`src/rtl/sseg_pkg.sv`:
```
// rtl/sseg_pkg.sv - shared types, constants and hex-to-segment table for the seven-segment stage
package sseg_pkg;

    typedef logic [3:0] bcd_t;

    localparam logic [6:0] SEG_BLANK = 7'h7F;
    localparam logic [3:0] AN_OFF    = 4'hF;

    // Active-low segments, bit order {g,f,e,d,c,b,a}; 10-15 show hex glyphs
    function automatic logic [6:0] hex_to_seg(input bcd_t num);
        logic [6:0] s;
        case (num)
            4'h0:    s = 7'b1000000;
            4'h1:    s = 7'b1111001;
            4'h2:    s = 7'b0100100;
            4'h3:    s = 7'b0110000;
            4'h4:    s = 7'b0011001;
            4'h5:    s = 7'b0010010;
            4'h6:    s = 7'b0000010;
            4'h7:    s = 7'b1111000;
            4'h8:    s = 7'b0000000;
            4'h9:    s = 7'b0010000;
            4'hA:    s = 7'b0001000;
            4'hB:    s = 7'b0000011;
            4'hC:    s = 7'b1000110;
            4'hD:    s = 7'b0100001;
            4'hE:    s = 7'b0000110;
            default: s = 7'b0001110;
        endcase
        return s;
    endfunction

endpackage

```
`src/rtl/sseg_decoder.sv`:
```
// rtl/sseg_decoder.sv - combinational hex nibble to active-low seven-segment decoder
module sseg_decoder
    import sseg_pkg::*;
(
    input  logic [3:0] num,
    output logic [6:0] sseg
);

    // Pure table lookup, shared with anything else that imports the package
    always_comb begin
        sseg = hex_to_seg(bcd_t'(num));
    end

endmodule

```
`src/rtl/sseg4_scan.sv`:
```
// rtl/sseg4_scan.sv - 4-digit multiplexed seven-segment scanner; SSEG_LZB_EN enables leading-zero blanking
module sseg4_scan
    import sseg_pkg::*;
#(
    parameter int REFRESH_BITS = 17,
    parameter int DEAD_CYCLES  = 4
) (
    input  logic        clk,
    input  logic        rst,
    input  logic [15:0] digits,
    input  logic [3:0]  dp_in,
    output logic [6:0]  seg,
    output logic        dp,
    output logic [3:0]  an
);

    localparam int SUB_W = REFRESH_BITS - 2;
    localparam logic [SUB_W-1:0] DEAD_W = DEAD_CYCLES[SUB_W-1:0];

    logic [REFRESH_BITS-1:0] cnt;
    logic [1:0]              slot;
    logic [SUB_W-1:0]        sub;
    bcd_t                    nibble;
    logic [6:0]              seg_dec;
    logic                    dead;
    logic                    blank;
    logic [6:0]              seg_d;
    logic                    dp_d;
    logic [3:0]              an_d;

    assign slot   = cnt[REFRESH_BITS-1 -: 2];
    assign sub    = cnt[SUB_W-1:0];
    assign nibble = digits[{slot, 2'b00} +: 4];
    assign dead   = (sub < DEAD_W);

`ifdef SSEG_LZB_EN
    logic lzb;

    // A digit is suppressed when it and every more significant digit are zero
    always_comb begin
        lzb = 1'b0;
        case (slot)
            2'd3:    lzb = (digits[15:12] == 4'd0);
            2'd2:    lzb = (digits[15:8]  == 8'd0);
            2'd1:    lzb = (digits[15:4]  == 12'd0);
            default: lzb = 1'b0;
        endcase
    end

    assign blank = dead | lzb;
`else
    assign blank = dead;
`endif

    sseg_decoder u_decoder (
        .num  (nibble),
        .sseg (seg_dec)
    );

    // Free-running scan counter; top bits pick the digit, low bits time the slot
    always_ff @(posedge clk) begin
        if (rst) begin
            cnt <= '0;
        end else begin
            cnt <= cnt + 1'b1;
        end
    end

    // Next pin values: all-off during dead time or blanking, else the selected digit
    always_comb begin
        an_d  = AN_OFF;
        seg_d = SEG_BLANK;
        dp_d  = 1'b1;
        if (!blank) begin
            an_d  = ~(4'b0001 << slot);
            seg_d = seg_dec;
            dp_d  = ~dp_in[slot];
        end
    end

    // Registered pins so the board sees glitch-free anode switching
    always_ff @(posedge clk) begin
        if (rst) begin
            an  <= AN_OFF;
            seg <= SEG_BLANK;
            dp  <= 1'b1;
        end else begin
            an  <= an_d;
            seg <= seg_d;
            dp  <= dp_d;
        end
    end

endmodule
```
`config.mk`:
```
export PLATFORM = sky130hd
export DESIGN_NAME = sseg4_scan
export DESIGN_NICKNAME = d
export VERILOG_FILES = /design/src/rtl/sseg_pkg.sv /design/src/rtl/sseg_decoder.sv /design/src/rtl/sseg4_scan.sv
export SDC_FILE = /design/constraint.sdc
export NUM_CORES = 1
export LEC_CHECK = 0
export CAP_MARGIN = 20
export CORE_MARGIN = 2
export CORE_UTILIZATION = 45
export CTS_BUF_LIST = sky130_fd_sc_hd__clkbuf_4 sky130_fd_sc_hd__clkbuf_8
export DETAILED_ROUTE_END_ITERATION = 12
export PLACE_DENSITY = 0.76
export SLEW_MARGIN = 20
export SYNTH_ARGS = -nofsm -noshare
export SYNTH_HDL_FRONTEND = slang
export SYNTH_SLANG_ARGS = --single-unit
```
`constraint.sdc`:
```
create_clock -name clk -period 2 [get_ports clk]
set_input_delay 0.6 -clock clk [delete_from_list [all_inputs] [get_ports clk]]
set_output_delay 0.6 -clock clk [all_outputs]
set_load 0.01 [all_outputs]
```
==> out/qor.txt <==
Critical path class: input port to flop
Fmax: 0.528 GHz
Hold Violations, Final: 0
Setup Skew: 0.0112 ns
DRT Pass-1 Iters: 4
Nets: 232
RR Startpoint: cnt[15]$_SDFF_PP0_
Worst R2R Path Depth: 7
Crit-path max cell delay: 0.57 ns
Finished Layout Cells: 247
Slew headroom: 78.4%
Final period utilization: 94.7%
Global route total overflow: 0
First-pass GRT wire length: 5.49 mm
Worst path slowest cell: mux4_2
Lkg Pwr: 0.000836 uW
Worst EP required: 2.26 ns
Worst ir drop on vdd: 0.513 mV
Power per Cell Area: 579 mW/mm^2
FF+latch count, synth: 29
Gpl congestion: 0.879
Largest net degree at the start of global routing: 18
Detailed-route via count: 1308
Crit Path Max Fanout: 5
Clock transition at the registers of the reported paths: 0.10 ns
R2R Path End: seg[0]$_SDFF_PP1_
Row count: 20
Status: completed
Core Region: 0.00305 sq mm
Leading area contributor after synthesis: dfxtp_1
Die X: 60.8 um
Arrival @ worst endpoint: 2.16 ns
Area growth syn-to-layout: 47.1%
Slew at the pin closest to its max-slew limit: 0.320 ns
Placed cells: 237
Syn. warnings: 0
Internal reg-to-reg setup slack: 0.11 ns
Setup Viol. Count Final: 0
Drt total wl: 3.45 mm
HP Class: flop to flop
Min-delay src: cnt[0]$_SDFF_PP0_
Sink Count: 29
Most frequent cells in the layout: dfxtp_1, clkdlybuf4s50_1, nor2_1
Worst-Skew Late Latency: 0.32 ns
Distinct cells, synth: 35
Worst Hold Endpoint: cnt[0]$_SDFF_PP0_
# hold bufs at CTS: 0
DR vias/cell: 5.30
Synth top area cells: dfxtp_1, xor2_1, ha_1, nor2_1, mux4_2
Ant. Diodes: 0
Maximum clock path buffer count: 2
DRT iter0 DRCs: 59
Number of flops mapped to enable cells by yosys: 0
DP Wirelength: 2.51 mm
Post-synthesis average cell area: 9.67 sq um
Sequential area share after synthesis: 40.0%
CTS tree: built
Gr usage total: 20.4%
Ports: 34
Asr flop ratio synth: 0%
Commonest non-fill, non-tap cell in the layout: dfxtp_1
Post-Synthesis Cells: 150
Num CTS Buffers: 5
Layout cells sized above 1: 25.1%
Final ANT Viol Nets: 0
Total power: 1240 uW
Initial Utilization: 47.5%
Antenna violations before repair: 0
RSZ-0062 raised after global routing: no
Sequence of cells on the critical path: dlygate4sd2_1 > mux4_2 > inv_2 > ha_4 > inv_4 > a311oi_2 > a21oi_1 > o21ai_1
Worst Hold Depth: 1
Port Buffers: 33
Post-synth top area share: 40.0%
DRC errors left: 0
CTS root buf: clkbuf_4
Routed len/inst: 14.0 um
Die area: 0.00369 sq mm
Startpoint Class: input port
Synth Cell Area: 0.00145 sq mm
Syn Nets: 179
Die Height: 60.8 um
Pins Over Slew Limit: 0
Vias in the first global route: 1259
Primary FF master, synth: dfxtp_1
Min cycle time layout: 1.89 ns
Max Cap Viol: 0
CTS H-tree lvls: 2
CP Capture Type: flop
-- state kept, by name, summed over array words and instances (netlist names) --
signal,count
seg,7
dp,1
cnt,17
an,4
-- stage by stage --
step	hold slack [ns]	worst slack, ns	utilization (%)	TNS, ns	cell area, sq um
floorplan	0.413	0.0494	-	0	1450
global route	0.469	0.00728	69.9	0	2130
global placement	0.422	-0.373	62.8	-2.15	1920
detailed placement	0.429	-0.462	62.8	-2.58	1920
CTS	0.444	0.00229	68.4	0	2090
finish	0.441	0.105	69.9	0	2130
-- logic make-up after synthesis --
logic type      Yosys count  synth area share [%]
simple gates             58                  19.9
flops                    29                  40.0
compound gates           18                  8.89
xor+xnor                 16                  9.66
mux                      12                  11.7
buf+inv                  10                  3.71
fa+ha+maj                 7                  6.04
-- where the power goes --
part | total (uW) | switching, uW | internal, uW
logic | 187 | 82.4 | 105
clock network | 456 | 201 | 254
registers | 593 | 5.05 | 588
-- synth_stat cells (all sizes together), types with 4 or more instances --
| library cell | instances |
|---|---|
| inv | 4 |
| nand3 | 8 |
| dfxtp | 29 |
| xnor2 | 5 |
| mux2i | 5 |
| nor2 | 22 |
| nand2 | 6 |
| ha | 7 |
| mux2 | 4 |
| xor2 | 11 |
| and3 | 4 |
| a21oi | 5 |
-- how the worst max path moves through the flow --
stage / from / to
4_1_cts: digits[9] / seg[5]$_SDFF_PP1_
6_report: digits[8] / seg[0]$_SDFF_PP1_
3_3_place_gp: digits[8] / seg[0]$_SDFF_PP1_
3_5_place_dp: digits[8] / seg[0]$_SDFF_PP1_
5_1_grt: cnt[15]$_SDFF_PP0_ / seg[0]$_SDFF_PP1_
2_1_floorplan: digits[13] / seg[0]$_SDFF_PP1_
-- layout make-up --
cell class	count	area, sq um
clock buffer	5	37.5
clock inverter	2	35.0
fill	245	920
inverter	4	20.0
multi-input combinational	111	907
sequential	29	581
tap	44	55.1
timing repair buffer	52	498
-- repair_timing --
action / CTS / global route
setup buffers: 3 / 0
endpoints found under the hold margin: 0 / 0
pin swaps: 8 / 9
gates resized for setup: 20 / 12
endpoints found under the setup margin: 4 / 4
-- critical path, delay by kind of cell --
kind                     cells  cell delay [ns]
adder cells (fa/ha/maj)      1             0.14
AO/OA/AOI/OAI                3             0.41
multiplexers                 1             0.57
buffers and inverters        3             0.42
-- routing by layer --
| metal | part of all wire (%) | routed length, um | GRT usage, % | vias up |
|---|---|---|---|---|
| met5 | 0 | 0 | 0 | - |
| met2 | 54 | 1880 | 36.9 | 41 |
| li1 | - | - | - | 637 |
| met3 | 3.7 | 129 | 6.82 | 10 |
| met4 | 2.0 | 68 | 9.63 | 0 |
| met1 | 40 | 1380 | 21.1 | 620 |
Note: power is estimated with default switching activity, not from simulation.
